File: src/rtl/xcel_ctrl_regs_pkg.sv
`default_nettype none
// ============================================================================
// Module   : xcel_ctrl_regs_pkg
// Purpose  : Shared constants for the conv3D control/status register bank:
//            register byte offsets, CTRL/STATUS bit positions, FSM states.
// Revision : 1.0 - initial release
// ============================================================================
package xcel_ctrl_regs_pkg;

    // Register byte offsets inside the 64 B window
    localparam logic [7:0] REG_CTRL      = 8'h00;
    localparam logic [7:0] REG_STATUS    = 8'h04;
    localparam logic [7:0] REG_IFM_ADDR  = 8'h08;
    localparam logic [7:0] REG_WT_ADDR   = 8'h0C;
    localparam logic [7:0] REG_OFM_ADDR  = 8'h10;
    localparam logic [7:0] REG_IFM_DIM   = 8'h14;
    localparam logic [7:0] REG_IFM_DEPTH = 8'h18;
    localparam logic [7:0] REG_OFM_DIM   = 8'h1C;
    localparam logic [7:0] REG_OFM_DEPTH = 8'h20;
    localparam logic [7:0] REG_CYCLES    = 8'h24;
    localparam logic [7:0] REG_RUNS      = 8'h28;

    // CTRL write bits
    localparam int CTRL_START_BIT = 0;
    localparam int CTRL_CLEAR_BIT = 1;
    localparam int CTRL_IRQEN_BIT = 2;

    // STATUS read bits
    localparam int STAT_IDLE_BIT = 0;
    localparam int STAT_BUSY_BIT = 1;
    localparam int STAT_DONE_BIT = 2;
    localparam int STAT_ERR_BIT  = 3;

    // Run-control FSM
    typedef enum logic [2:0] {
        ST_IDLE  = 3'd0,
        ST_CHECK = 3'd1,
        ST_START = 3'd2,
        ST_BUSY  = 3'd3,
        ST_DONE  = 3'd4
    } state_e;

endpackage
`default_nettype wire

File: src/rtl/xcel_ctrl_regs_if.sv
`default_nettype none
// ============================================================================
// Module   : xcel_ctrl_regs_if
// Purpose  : CPU IO window plus accelerator handshake/config bundle for the
//            conv3D register bank. slave = register bank, master = its peers.
//            Optional macro XCEL_CTRL_IRQ_EN adds the irq signal.
// Revision : 1.0 - initial release
// ============================================================================
interface xcel_ctrl_regs_if #(
    parameter int OFFSET_W = 6
);
    logic                io_en;
    logic                io_we;
    logic [OFFSET_W-1:0] io_offset;
    logic [31:0]         io_wdata;
    logic [31:0]         io_rdata;
    logic                xcel_start;
    logic                xcel_done;
    logic                xcel_idle;
    logic [31:0]         ifm_ddr_addr;
    logic [31:0]         wt_ddr_addr;
    logic [31:0]         ofm_ddr_addr;
    logic [31:0]         ifm_dim;
    logic [31:0]         ifm_depth;
    logic [31:0]         ofm_dim;
    logic [31:0]         ofm_depth;
`ifdef XCEL_CTRL_IRQ_EN
    logic                irq;
`endif

    modport slave (
        input  io_en, io_we, io_offset, io_wdata, xcel_done, xcel_idle,
        output io_rdata, xcel_start,
               ifm_ddr_addr, wt_ddr_addr, ofm_ddr_addr,
               ifm_dim, ifm_depth, ofm_dim, ofm_depth
`ifdef XCEL_CTRL_IRQ_EN
        , output irq
`endif
    );

    modport master (
        output io_en, io_we, io_offset, io_wdata, xcel_done, xcel_idle,
        input  io_rdata, xcel_start,
               ifm_ddr_addr, wt_ddr_addr, ofm_ddr_addr,
               ifm_dim, ifm_depth, ofm_dim, ofm_depth
`ifdef XCEL_CTRL_IRQ_EN
        , input irq
`endif
    );

endinterface
`default_nettype wire

File: src/rtl/xcel_ctrl_cfg_check.sv
`default_nettype none
// ============================================================================
// Module   : xcel_ctrl_cfg_check
// Purpose  : Combinational legality check of the layer dimensions against
//            the weight kernel edge (valid convolution, non-empty depths).
// Revision : 1.0 - initial release
// ============================================================================
module xcel_ctrl_cfg_check #(
    parameter int WT_DIM = 5
) (
    input  logic [31:0] ifm_dim_i,
    input  logic [31:0] ifm_depth_i,
    input  logic [31:0] ofm_dim_i,
    input  logic [31:0] ofm_depth_i,
    output logic        legal_o
);
    localparam logic [31:0] C_WT_DIM = 32'(WT_DIM);

    // Kernel must fit inside the input and the output edge must match a valid conv
    always_comb begin
        legal_o = (ifm_dim_i >= C_WT_DIM)
               && (ofm_dim_i == ifm_dim_i - C_WT_DIM + 32'd1)
               && (ifm_depth_i != 32'd0)
               && (ofm_depth_i != 32'd0);
    end

endmodule
`default_nettype wire

File: src/rtl/xcel_ctrl_regs.sv
`default_nettype none
// ============================================================================
// Module   : xcel_ctrl_regs
// Purpose  : Memory-mapped control/status registers for the conv3D
//            accelerator: config capture, legality check, start pulse,
//            busy/done tracking and run-cycle / run counters.
//            Optional macro XCEL_CTRL_IRQ_EN adds irq = done & irq_enable.
// Revision : 1.0 - initial release
// ============================================================================
module xcel_ctrl_regs
    import xcel_ctrl_regs_pkg::*;
#(
    parameter int WT_DIM   = 5,
    parameter int OFFSET_W = 6
) (
    input  logic            clk,
    input  logic            rst,
    xcel_ctrl_regs_if.slave bus
);
    state_e      state_q, state_d;
    logic [31:0] ifm_addr_q, wt_addr_q, ofm_addr_q;
    logic [31:0] ifm_dim_q, ifm_depth_q, ofm_dim_q, ofm_depth_q;
    logic [31:0] cycles_q, runs_q, rdata_q;
    logic        done_q, cfg_err_q;

    logic [7:0]  w_off;
    logic        w_wr, w_rd, w_cfg_open, w_start_req, w_clear_req, w_busy;
    logic        w_legal, w_done_set, w_err_set, w_run_clear;
    logic [31:0] w_rd_val;
    logic        w_unused;

    // Word-aligned decode; the two byte-lane bits carry no meaning here
    assign w_off       = 8'({bus.io_offset[OFFSET_W-1:2], 2'b00});
    assign w_unused    = &{1'b0, bus.io_offset[1:0]};
    assign w_wr        = bus.io_en & bus.io_we;
    assign w_rd        = bus.io_en & ~bus.io_we;
    assign w_start_req = w_wr && (w_off == REG_CTRL) && bus.io_wdata[CTRL_START_BIT];
    assign w_clear_req = w_wr && (w_off == REG_CTRL) && bus.io_wdata[CTRL_CLEAR_BIT];
    assign w_cfg_open  = (state_q == ST_IDLE) || (state_q == ST_DONE);
    assign w_busy      = (state_q == ST_CHECK) || (state_q == ST_START) || (state_q == ST_BUSY);

    xcel_ctrl_cfg_check #(.WT_DIM(WT_DIM)) u_cfg_check (
        .ifm_dim_i   (ifm_dim_q),
        .ifm_depth_i (ifm_depth_q),
        .ofm_dim_i   (ofm_dim_q),
        .ofm_depth_i (ofm_depth_q),
        .legal_o     (w_legal)
    );

    // Run-control state register
    always_ff @(posedge clk) begin
        if (!rst) state_q <= ST_IDLE;
        else      state_q <= state_d;
    end

    // Run-control next state and one-cycle status events
    always_comb begin
        state_d     = state_q;
        w_done_set  = 1'b0;
        w_err_set   = 1'b0;
        w_run_clear = 1'b0;
        case (state_q)
            ST_IDLE:  if (w_start_req) state_d = ST_CHECK;
            ST_CHECK: begin
                if (w_legal) begin
                    state_d = ST_START;
                end else begin
                    w_err_set = 1'b1;
                    state_d   = ST_IDLE;
                end
            end
            ST_START: state_d = ST_BUSY;
            ST_BUSY: begin
                if (bus.xcel_done) begin
                    w_done_set = 1'b1;
                    state_d    = ST_DONE;
                end
            end
            ST_DONE: begin
                if (w_start_req) begin
                    w_run_clear = 1'b1;
                    state_d     = ST_CHECK;
                end
            end
            default: state_d = ST_IDLE;
        endcase
    end

    // Sticky done / cfg_err: set wins over a same-cycle clear
    always_ff @(posedge clk) begin
        if (!rst) begin
            done_q    <= 1'b0;
            cfg_err_q <= 1'b0;
        end else begin
            done_q    <= w_done_set | (done_q    & ~(w_clear_req | w_run_clear));
            cfg_err_q <= w_err_set  | (cfg_err_q & ~(w_clear_req | w_run_clear));
        end
    end

    // Cycle counter (restarted by the start pulse, saturating) and run counter
    always_ff @(posedge clk) begin
        if (!rst) begin
            cycles_q <= '0;
            runs_q   <= '0;
        end else begin
            if (state_q == ST_START)
                cycles_q <= '0;
            else if ((state_q == ST_BUSY) && (cycles_q != 32'hFFFF_FFFF))
                cycles_q <= cycles_q + 32'd1;
            if (w_done_set)
                runs_q <= runs_q + 32'd1;
        end
    end

    // Config capture, frozen while a run is being launched or executing
    always_ff @(posedge clk) begin
        if (!rst) begin
            ifm_addr_q  <= '0;
            wt_addr_q   <= '0;
            ofm_addr_q  <= '0;
            ifm_dim_q   <= '0;
            ifm_depth_q <= '0;
            ofm_dim_q   <= '0;
            ofm_depth_q <= '0;
        end else if (w_wr && w_cfg_open) begin
            case (w_off)
                REG_IFM_ADDR:  ifm_addr_q  <= bus.io_wdata;
                REG_WT_ADDR:   wt_addr_q   <= bus.io_wdata;
                REG_OFM_ADDR:  ofm_addr_q  <= bus.io_wdata;
                REG_IFM_DIM:   ifm_dim_q   <= bus.io_wdata;
                REG_IFM_DEPTH: ifm_depth_q <= bus.io_wdata;
                REG_OFM_DIM:   ofm_dim_q   <= bus.io_wdata;
                REG_OFM_DEPTH: ofm_depth_q <= bus.io_wdata;
                default: ;
            endcase
        end
    end

`ifdef XCEL_CTRL_IRQ_EN
    logic irq_en_q;

    // Interrupt enable lives in CTRL and is writable in any state
    always_ff @(posedge clk) begin
        if (!rst)                              irq_en_q <= 1'b0;
        else if (w_wr && (w_off == REG_CTRL))  irq_en_q <= bus.io_wdata[CTRL_IRQEN_BIT];
    end

    assign bus.irq = done_q & irq_en_q;
`endif

    // Read-back multiplexer; unmapped words read as zero
    always_comb begin
        w_rd_val = '0;
        case (w_off)
`ifdef XCEL_CTRL_IRQ_EN
            REG_CTRL:      w_rd_val[CTRL_IRQEN_BIT] = irq_en_q;
`endif
            REG_STATUS: begin
                w_rd_val[STAT_IDLE_BIT] = bus.xcel_idle;
                w_rd_val[STAT_BUSY_BIT] = w_busy;
                w_rd_val[STAT_DONE_BIT] = done_q;
                w_rd_val[STAT_ERR_BIT]  = cfg_err_q;
            end
            REG_IFM_ADDR:  w_rd_val = ifm_addr_q;
            REG_WT_ADDR:   w_rd_val = wt_addr_q;
            REG_OFM_ADDR:  w_rd_val = ofm_addr_q;
            REG_IFM_DIM:   w_rd_val = ifm_dim_q;
            REG_IFM_DEPTH: w_rd_val = ifm_depth_q;
            REG_OFM_DIM:   w_rd_val = ofm_dim_q;
            REG_OFM_DEPTH: w_rd_val = ofm_depth_q;
            REG_CYCLES:    w_rd_val = cycles_q;
            REG_RUNS:      w_rd_val = runs_q;
            default: ;
        endcase
    end

    // Registered read data, held between reads
    always_ff @(posedge clk) begin
        if (!rst)      rdata_q <= '0;
        else if (w_rd) rdata_q <= w_rd_val;
    end

    assign bus.io_rdata     = rdata_q;
    assign bus.xcel_start   = (state_q == ST_START);
    assign bus.ifm_ddr_addr = ifm_addr_q;
    assign bus.wt_ddr_addr  = wt_addr_q;
    assign bus.ofm_ddr_addr = ofm_addr_q;
    assign bus.ifm_dim      = ifm_dim_q;
    assign bus.ifm_depth    = ifm_depth_q;
    assign bus.ofm_dim      = ofm_dim_q;
    assign bus.ofm_depth    = ofm_depth_q;

endmodule
`default_nettype wire

File: src/flat_wrapper.sv
// flat-port wrapper written by rule: the top's interface ports become plain ports
module xcel_ctrl_regs_flat import xcel_ctrl_regs_pkg::*;
#(
    parameter int WT_DIM   = 5,
    parameter int OFFSET_W = 6
)
  (clk, rst, bus_io_en, bus_io_we, bus_io_offset, bus_io_wdata, bus_xcel_done, bus_xcel_idle, bus_io_rdata, bus_xcel_start, bus_ifm_ddr_addr, bus_wt_ddr_addr, bus_ofm_ddr_addr, bus_ifm_dim, bus_ifm_depth, bus_ofm_dim, bus_ofm_depth);
  xcel_ctrl_regs_if #(.OFFSET_W(OFFSET_W)) bus_i ();
  input  logic clk;
  input  logic rst;
  input wire logic [$bits(bus_i.io_en)-1:0] bus_io_en;
  input wire logic [$bits(bus_i.io_we)-1:0] bus_io_we;
  input wire logic [$bits(bus_i.io_offset)-1:0] bus_io_offset;
  input wire logic [$bits(bus_i.io_wdata)-1:0] bus_io_wdata;
  input wire logic [$bits(bus_i.xcel_done)-1:0] bus_xcel_done;
  input wire logic [$bits(bus_i.xcel_idle)-1:0] bus_xcel_idle;
  output wire logic [$bits(bus_i.io_rdata)-1:0] bus_io_rdata;
  output wire logic [$bits(bus_i.xcel_start)-1:0] bus_xcel_start;
  output wire logic [$bits(bus_i.ifm_ddr_addr)-1:0] bus_ifm_ddr_addr;
  output wire logic [$bits(bus_i.wt_ddr_addr)-1:0] bus_wt_ddr_addr;
  output wire logic [$bits(bus_i.ofm_ddr_addr)-1:0] bus_ofm_ddr_addr;
  output wire logic [$bits(bus_i.ifm_dim)-1:0] bus_ifm_dim;
  output wire logic [$bits(bus_i.ifm_depth)-1:0] bus_ifm_depth;
  output wire logic [$bits(bus_i.ofm_dim)-1:0] bus_ofm_dim;
  output wire logic [$bits(bus_i.ofm_depth)-1:0] bus_ofm_depth;
  assign bus_i.io_en = bus_io_en;
  assign bus_i.io_we = bus_io_we;
  assign bus_i.io_offset = bus_io_offset;
  assign bus_i.io_wdata = bus_io_wdata;
  assign bus_i.xcel_done = bus_xcel_done;
  assign bus_i.xcel_idle = bus_xcel_idle;
  assign bus_io_rdata = bus_i.io_rdata;
  assign bus_xcel_start = bus_i.xcel_start;
  assign bus_ifm_ddr_addr = bus_i.ifm_ddr_addr;
  assign bus_wt_ddr_addr = bus_i.wt_ddr_addr;
  assign bus_ofm_ddr_addr = bus_i.ofm_ddr_addr;
  assign bus_ifm_dim = bus_i.ifm_dim;
  assign bus_ifm_depth = bus_i.ifm_depth;
  assign bus_ofm_dim = bus_i.ofm_dim;
  assign bus_ofm_depth = bus_i.ofm_depth;
  xcel_ctrl_regs #(.WT_DIM(WT_DIM), .OFFSET_W(OFFSET_W)) u_core (.clk(clk), .rst(rst), .bus(bus_i));
endmodule
File: config.mk
export PLATFORM = sky130hd
export DESIGN_NAME = xcel_ctrl_regs_flat
export DESIGN_NICKNAME = d
export VERILOG_FILES = /design/src/rtl/xcel_ctrl_regs_pkg.sv /design/src/rtl/xcel_ctrl_regs_if.sv /design/src/rtl/xcel_ctrl_cfg_check.sv /design/src/rtl/xcel_ctrl_regs.sv /design/src/flat_wrapper.sv
export SDC_FILE = /design/constraint.sdc
export NUM_CORES = 1
export LEC_CHECK = 0
export BUFFER_PORTS_ARGS = -buffer_cell sky130_fd_sc_hd__buf_4
export CAP_MARGIN = 20
export CORE_MARGIN = 5
export CORE_UTILIZATION = 55
export DETAILED_ROUTE_END_ITERATION = 12
export PLACE_DENSITY = 0.8
export SLEW_MARGIN = 40
export SYNTH_ARGS = -nofsm -noshare
export SYNTH_HDL_FRONTEND = slang
export SYNTH_SLANG_ARGS = --single-unit
File: constraint.sdc
create_clock -name clk -period 3.7 [get_ports clk]
set_clock_uncertainty 0.05 [all_clocks]
set_input_delay 0.74 -clock clk [delete_from_list [all_inputs] [get_ports clk]]
set_output_delay 0.74 -clock clk [all_outputs]
set_load 0.01 [all_outputs]
==> metrics.cfg, run 1 <==
[power_and_ir_drop]
pwr-share-clk_pct = 48.8
netSwitchingFraction_pct = 23.2
power_uw = 7830
internal_power_uw = 6020
combPwrFrac_pct = 5.9
p_leak_uw = 0.00722
vdd_ir_drop_max_uv = 372
seq_power_share_pct = 45.3
powerDensity_nw_per_um2 = 417
p_switching_uw = 1810

[global_routing]
grt_first_pass_wirelength_um = 96500
grt-ovfl-total = 0
grt_max_degree = 109
grt_use_total_pct = 40.8
grt_pass1_vias = 15500
antenna_found_initial = 1

[floorplan]
die_w_um = 175
die_y_um = 175
io_pins = 301
die-area_um2 = 30500
initial_core_util_pct = 55.6
core-area_um2 = 26800
num_rows = 60

[clock_network]
cts_hold_buffers = 0
htree_num_levels = 2
clkSlewWorstSetupHoldPaths_ps = 60
cts.path.max_buffers = 3
cts_tree = done
insertion_delay_ps = 520
cts_inserted_buffers = 35
cts_setup_buffers = 0
cts.sinks = 325
ctsResizeCount = 0
root_buffer = clkbuf_16

[synthesis]
syn-num-nets = 1978
async_flop_share_pct = 0
synth_ff_type = dfxtp_1
syn_area_um2 = 14900
ys_ff_latch = 325
yosysTopAreaCell = dfxtp_1
synthCells = 1930
yosysWarnings = 0
synthDistinctLibCells = 64
synth.top_cells.by_area = dfxtp_1, nand2_1, a21oi_1, a22oi_1, clkbuf_1
synth-edff-count = 0
avgSynthCellArea_um2 = 7.73
synth_sequential_area_ratio_pct = 43.6
yosysTopAreaCellShare_pct = 43.6

[cells_and_area]
final_nets = 2225
layout_commonest_cell = nand2_1
mostFrequentLayoutCells = nand2_1, buf_4, dfxtp_1
syn2layout_area_growth_pct = 26.0
diodes = 0
finalInstanceArea_um2 = 18800
drive_gt1_share_pct = 20.1
fillers = 2178

[critical_path]
arrival_ps = 3550
worst-path-max-fanout = 9
cpMostUsedCell = nand4_1
start_kind = flop
reg2reg_from = u_core.bus.ifm_dim[2]
crit_type = flop to flop
cp-end-kind = flop
max_stage_delay_ps = 510
crit_required_ps = 4090
r2r_cells = 10
slowest_stage = a211oi_1
reg2reg_to = u_core.state_q[1]
crit_chain = inv_1, ha_1, nor3b_1, nand4_1, nand3b_1, nor4b_1, nor2_1, a211oi_1, nand4_1, a211oi_2
rrSetupSlack_ps = 550

[timing]
timing.final.ws_setup_ps = 547
min_period_ps = 3150
setup_violations = 0
fmax_ghz = 0.317
drv_slew = 0
tightest_slew_ps = 882
timing_hold_violations_final = 0
slew_headroom_pct = 41.2
finalSetupTns_ps = 0
timing.final.crit_share_pct = 85.2
rsz0062_at_grt = false

[min_path]
hold_start = u_core.bus.wt_ddr_addr[31]
holdPathStages = 2
hold_end = u_core.bus.wt_ddr_addr[31]
min_path_type = flop to flop

[placement]
io_buffers = 298
dp_hpwl_um = 47200
dpl-instance-area_um2 = 17500
post-place-ws_ps = 584
gp_congestion = 1.07

[detailed_routing]
first_pass_iters = 6
viasPerCell = 6.49
drtIter0Drc = 2570
vias = 16500
drt_wl_total_um = 65000
wl_per_cell_um = 25.6
drc_errors = 0
drtAntennaViolNets = 0

[status]
status = complete, no violations

[job]
max_cap_viol_count = 0

==> Yosys cell counts, drive strengths merged (6+ instances only) <==
| library cell | instances |
|---|---|
| nand2 | 510 |
| dfxtp | 325 |
| a21oi | 271 |
| clkbuf | 133 |
| nor2 | 132 |
| a22oi | 75 |
| xor2 | 46 |
| xnor2 | 41 |
| nand3 | 38 |
| o21ai | 37 |
| nor4 | 34 |
| a221oi | 32 |
| nand4 | 29 |
| nor3 | 23 |
| or3 | 20 |
| mux2i | 17 |
| and3 | 16 |
| a222oi | 15 |
| a31oi | 13 |
| and2 | 12 |
| inv | 12 |
| mux2 | 11 |
| a22o | 10 |
| nand2b | 9 |
| and4 | 8 |
| buf | 7 |
| nor2b | 6 |
| nor3b | 6 |
| o31ai | 6 |
==> layer usage <==
layer  track usage [%]  share of wire, %  wire length (um)
met1              56.5                38             24800
met2              60.2                43             27700
met3              12.3                15              9660
met4              15.3               4.4              2860
met5                 0             0.031                20
==> logic make-up (layout without fill, tap and decap cells) <==
| kind of cell | Yosys count | in the layout | synth area share (%) |
|---|---|---|---|
| AOI/OAI and AO/OA | 479 | 479 | 19.7 |
| xor gates and xnor gates | 87 | 87 | 5.11 |
| adders and majority gates | 4 | 4 | 0.336 |
| buffers and inverters | 152 | 423 | 3.92 |
| DFF | 325 | 325 | 43.6 |
| muxes | 28 | 28 | 1.97 |
| and+or+nand+nor | 855 | 855 | 25.3 |
==> registers in the layout, indices dropped and copies added, names as in the netlist <==
signal                   flops
u_core.cycles_q             32
u_core.runs_q               32
u_core.bus.io_rdata         32
u_core.done_q                1
u_core.state_q               3
u_core.bus.ifm_ddr_addr     32
u_core.cfg_err_q             1
u_core.bus.ofm_depth        32
u_core.bus.ofm_dim          32
u_core.bus.ifm_depth        32
u_core.bus.wt_ddr_addr      32
u_core.bus.ofm_ddr_addr     32
u_core.bus.ifm_dim          32
==> metrics by stage <==
stage	cells	hold slack [ps]	utilization [%]
detailed placement	2481	415	65.4
CTS	2542	424	70.1
floorplan	1930	398	-
finish	2542	428	70.1
global route	2542	441	70.1
global placement	2481	408	65.4
==> final cells by class <==
class | instances | area, um2 | share of cell area [%]
Timing Repair Buffer | 350 | 2680 | 14.3
Clock buffer | 52 | 1080 | 5.76
Multi-Input combinational cell | 1453 | 7870 | 41.9
Inverter | 12 | 52.6 | 0.280
Sequential cell | 325 | 6510 | 34.6
Clock inverter | 9 | 170 | 0.906
Tap cell | 341 | 427 | 2.27
==> worst max-delay path, delay by kind of cell, from the launching register on <==
kind,cells,cell delay [ps]
AND/OR/NAND/NOR,6,1480
flip-flops,1,450
buffers and inverters,1,110
AO/OA/AOI/OAI,2,760
adder cells (fa/ha/maj),1,210
==> worst max-delay path by stage <==
stage / slack [ps] / to / startpoint / cells after the start
2_1_floorplan: 1030 / u_core.cfg_err_q / u_core.bus.ifm_dim[2] / 11
3_5_place_dp: 580 / u_core.bus.ifm_ddr_addr[2] / bus_io_offset[2] / 8
3_3_place_gp: 630 / u_core.bus.io_rdata[6] / bus_io_offset[3] / 10
5_1_grt: 350 / u_core.state_q[1] / u_core.bus.ifm_dim[2] / 10
4_1_cts: 610 / u_core.state_q[1] / u_core.bus.ifm_dim[2] / 10
6_report: 550 / u_core.state_q[1] / u_core.bus.ifm_dim[2] / 10
==> power groups by stage <==
stage | Clock [uW] | Sequential, uW | Combinational [uW]
2_1_floorplan | 0 | 3620 | 212
3_3_place_gp | 0 | 3620 | 438
3_5_place_dp | 0 | 3620 | 442
4_1_cts | 3810 | 3540 | 443
5_1_grt | 3960 | 3550 | 479
6_report | 3830 | 3550 | 463
Note: power is estimated with default switching activity, not from simulation.
==> run 2, diff against run 1 <==
- CELL_PAD_IN_SITES_DETAIL_PLACEMENT: unset -> 1
- CELL_PAD_IN_SITES_GLOBAL_PLACEMENT: unset -> 2
- CORE_UTILIZATION: 55 -> 31
- PLACE_DENSITY: 0.8 -> unset
- PLACE_DENSITY_LB_ADDON: unset -> 0.1
==> run 2 against run 1 <==
Hold slack worse by 23 ps; critical path depth decreased by 2; sequential cell count unchanged; final cell count grew 12%; first-iteration DRC count down 37%; utilization fell by 29 points; clock power grew 8.6%; die area increased by 72%; setup slack got worse by 170 ps; routed wire length rose by 19%; global-route usage shrank 13 points; critical path type unchanged.
==> metrics.cfg, run 2 (same netlist as run 1, synthesis figures left out) <==
[timing]
slew_headroom_pct = 38.2
fmax_ghz = 0.301
timing_hold_violations_final = 0
rsz0062_at_grt = false
drv_slew = 0
tightest_slew_ps = 927
setup_violations = 0
finalSetupTns_ps = 0
min_period_ps = 3320
timing.final.ws_setup_ps = 376
timing.final.crit_share_pct = 89.8

[critical_path]
cp-end-kind = flop
crit_required_ps = 4150
worst-path-max-fanout = 10
max_stage_delay_ps = 640
reg2reg_from = u_core.bus.ifm_dim[4]
slowest_stage = nor4_4
start_kind = flop
arrival_ps = 3780
cp-startpoint = u_core.bus.ifm_dim[4]
crit_type = flop to flop
crit_chain = nor4_4, nand2_2, or4_4, nor4b_2, a211oi_2, nor3_1, nand4_1, a211oi_2
cpMostUsedCell = a211oi_2
rrSetupSlack_ps = 380

[cells_and_area]
final-seq-area_um2 = 6510
mostFrequentLayoutCells = nand2_1, buf_4, dfxtp_1
fillers = 5705
multi_input_area_um2 = 7870
drive_gt1_share_pct = 21.2
syn2layout_area_growth_pct = 30.3
final_nets = 2249
layout_commonest_cell = nand2_1

[power_and_ir_drop]
seq_power_share_pct = 43.3
internal_power_uw = 6150
p_switching_uw = 2040
combPwrFrac_pct = 6.0
power_uw = 8190
p_leak_uw = 0.00739
pwr-share-clk_pct = 50.7
powerDensity_nw_per_um2 = 422
vdd_ir_drop_max_uv = 266
netSwitchingFraction_pct = 24.9

[min_path]
hold_start = u_core.bus.io_rdata[2]
min_path_type = flop to flop

[clock_network]
cts.sinks = 325
cts_setup_buffers = 0
clkSlewWorstSetupHoldPaths_ps = 60
cts.path.max_buffers = 3
cts_tree = done
root_buffer = clkbuf_16
htree_num_levels = 2
ctsResizeCount = 0
cts_inserted_buffers = 41
cts_hold_buffers = 0
insertion_delay_ps = 580

[detailed_routing]
first_pass_iters = 8
wl_per_cell_um = 27.2
drtIter0Drc = 1617
drc_errors = 0
viasPerCell = 5.67
drtAntennaViolNets = 0
drt_wl_total_um = 77600
vias = 16100

[floorplan]
io_pins = 301
initial_core_util_pct = 31.3
num_rows = 80
die_w_um = 229
die-area_um2 = 52600
core-area_um2 = 47600
die_y_um = 229

[global_routing]
grt-ovfl-total = 0
grt_use_total_pct = 28.2
antenna_found_initial = 2
grt_max_degree = 88
grt_pass1_vias = 15700
grt_first_pass_wirelength_um = 111000

[placement]
dp_hpwl_um = 58100
post-place-ws_ps = 426
io_buffers = 298
gp_congestion = 0.980

[job]
max_cap_viol_count = 0

[status]
status = complete, no violations

==> run 2: cell count changes in the layout (fill, tap and decap cells not counted), sizes merged <==
cell      before  now
clkbuf        52   60
clkinv         4    9
diode          0    2
buf          350  368
clkinvlp       0    1
inv           12   13
bufinv         5    2
==> run 2: path summary, 6_finish.rpt <==
path / cells after the start / to
min: 2 / u_core.bus.io_rdata[2]
min reg2reg: 2 / u_core.bus.io_rdata[2]
max: 8 / u_core.state_q[1]
max reg2reg: 8 / u_core.state_q[1]
==> run 2: power groups by stage <==
stage                     Combinational, uW  Clock (uW)  Sequential (uW)
after detailed placement                484           0             3620
after CTS                               486        4240             3550
after global placement                  480           0             3620
after floorplan                         212           0             3620
after global routing                    515        4370             3550
final                                   489        4160             3550
==> run 2: final cells by class <==
cell class / count / area share (%)
diodes: 2 / 0.0258
clock buffers: 60 / 6.49
clock inverters: 13 / 0.625
multi-input cells: 1453 / 40.5
inverters: 12 / 0.271
repair buffers: 368 / 14.6
flip-flops and latches: 325 / 33.5
well taps: 615 / 3.96
==> run 2: critical path: cells and delay by family (launching register included) <==
family / cells / cell delay, ps
AND/OR/NAND/NOR: 6 / 2350
AO/OA/AOI/OAI: 2 / 430
flip-flops: 1 / 420
==> run 2: through the flow <==
stage               hold slack, ps  instances  util [%]  area (um2)
floorplan                      398       1930         -       14900
global placement               393       2773      37.9       18000
detailed placement             404       2773      37.9       18000
CTS                            396       2846      40.8       19400
global route                   417       2846      40.8       19400
finish                         405       2848      40.8       19400
==> run 2: metal layers <==
| metal | wire, um | vias up | track usage (%) | share of wire (%) |
|---|---|---|---|---|
| met1 | 35400 | 8194 | 39.9 | 46 |
| met2 | 34100 | 563 | 42.9 | 44 |
| li1 | - | 7286 | - | - |
| met5 | 13 | - | 0 | 0.017 |
| met3 | 6150 | 96 | 7.27 | 7.9 |
| met4 | 1910 | 2 | 7.09 | 2.5 |
==> run 3, diff against run 2 <==
- PLACE_DENSITY: unset -> 0.83
- PLACE_DENSITY_LB_ADDON: 0.1 -> unset
==> run 3 against run 2 <==
Clock power up 1%; routed wire length down 3.5%; largest power group unchanged; highest routed layer is now met4; global-route usage down 1.0 points; largest cell class unchanged; utilization down 0.15 points; final area down 0.37%.
==> metrics.cfg, run 3 (same netlist as run 1, synthesis figures left out) <==
[clock_network]
cts.sinks = 325
ctsResizeCount = 0
cts.path.max_buffers = 3
insertion_delay_ps = 560
cts_hold_buffers = 0
root_buffer = clkbuf_16
cts_inserted_buffers = 38
htree_num_levels = 2
cts_setup_buffers = 0
clkSlewWorstSetupHoldPaths_ps = 60
cts_tree = done

[critical_path]
slowest_stage = a211oi_1
worst-path-max-fanout = 9
crit_chain = inv_1, ha_1, nor3b_1, nand4_1, nand3b_1, nor4b_1, nor2_1, a211oi_1, nand4_1, a211oi_2
max_stage_delay_ps = 520
cp-end-kind = flop
cp_num_buf_inv = 1
start_kind = flop
arrival_ps = 3710
crit_required_ps = 4120
cpMostUsedCell = nand4_1
crit_type = flop to flop
cp_top_family = simple AND/OR/NAND/NOR gates

[global_routing]
grt_pass1_vias = 16000
grt-ovfl-total = 0
grt_max_degree = 120
antenna_found_initial = 2
grt_use_total_pct = 27.1
grt_first_pass_wirelength_um = 108000

[floorplan]
io_pins = 301
die_y_um = 229
die-area_um2 = 52600
initial_core_util_pct = 31.3
core-area_um2 = 47600
die_w_um = 229
num_rows = 80

[cells_and_area]
mostFrequentLayoutCells = nand2_1, buf_4, dfxtp_1
layout_commonest_cell = nand2_1
final_nets = 2231
finalInstanceArea_um2 = 19400
drive_gt1_share_pct = 20.4
syn2layout_area_growth_pct = 29.8

[power_and_ir_drop]
netSwitchingFraction_pct = 23.5
pwr-share-clk_pct = 51.2
seq_power_share_pct = 43.0
vdd_ir_drop_max_uv = 237
p_switching_uw = 1940
p_leak_uw = 0.00731
powerDensity_nw_per_um2 = 426
internal_power_uw = 6310
combPwrFrac_pct = 5.8

[timing]
drv_slew = 0
finalSetupTns_ps = 0
fmax_ghz = 0.304
tightest_slew_ps = 862
timing.final.crit_share_pct = 88.9
min_period_ps = 3290
timing_hold_violations_final = 0
slew_headroom_pct = 42.5
setup_violations = 0
rsz0062_at_grt = false

[detailed_routing]
first_pass_iters = 6
drt_wl_total_um = 74900
drtAntennaViolNets = 0
wl_per_cell_um = 26.5
vias = 16100
drtIter0Drc = 1699
viasPerCell = 5.71
drc_errors = 0

[min_path]
min_path_type = flop to flop

[job]
max_cap_viol_count = 0

[placement]
io_buffers = 298
gp_congestion = 0.960
dp_hpwl_um = 56200
dpl-instance-area_um2 = 18000

[status]
status = complete, no violations

[run 3: final timing paths]
check,start,to,slack (ps),cells after the start
max reg2reg,u_core.bus.ifm_dim[2],u_core.state_q[1],410,10
min reg2reg,u_core.bus.io_rdata[2],u_core.bus.io_rdata[2],420,2
min,u_core.bus.io_rdata[2],u_core.bus.io_rdata[2],420,2
max,u_core.bus.ifm_dim[2],u_core.state_q[1],410,10
[run 3: area by class of cell]
cell class | count | area [um2]
fillers | 5746 | 28300
multi-input cells | 1453 | 7870
diodes | 1 | 2.50
inverters | 12 | 52.6
flip-flops and latches | 325 | 6510
clock buffers | 55 | 1160
clock inverters | 10 | 230
repair buffers | 353 | 2760
well taps | 615 | 769
[run 3: worst min-delay path: stages (launching register included)]
cell     delay (ps)
dfxtp_1         310
nand2_1          60
a21oi_1          50
[run 3: per-layer routing]
layer	wire, um	vias up	global-route usage [%]	part of all wire [%]
li1	-	7249	-	-
met1	32400	8041	36.9	43
met2	33400	714	42.5	45
met3	6530	125	6.18	8.7
met4	2580	0	9.42	3.4
met5	0	-	0	0
[run 3: power groups by stage]
stage	sequential [uW]	clock (uW)	combinational (uW)
3_5_place_dp	3620	0	470
5_1_grt	3550	4410	501
6_report	3550	4220	477
2_1_floorplan	3620	0	212
4_1_cts	3550	4260	471
3_3_place_gp	3620	0	462
[run 3: per-stage QoR]
step | instances | utilization (%) | hold WS [ps] | setup slack [ps] | total power (uW)
6_report | 2824 | 40.6 | 418 | 412 | 8250
5_1_grt | 2824 | 40.6 | 440 | 248 | 8460
4_1_cts | 2823 | 40.6 | 417 | 433 | 8280
3_5_place_dp | 2758 | 37.7 | 411 | 476 | 4090
3_3_place_gp | 2758 | 37.7 | 406 | 539 | 4090
2_1_floorplan | 1930 | - | 398 | 1030 | 3830
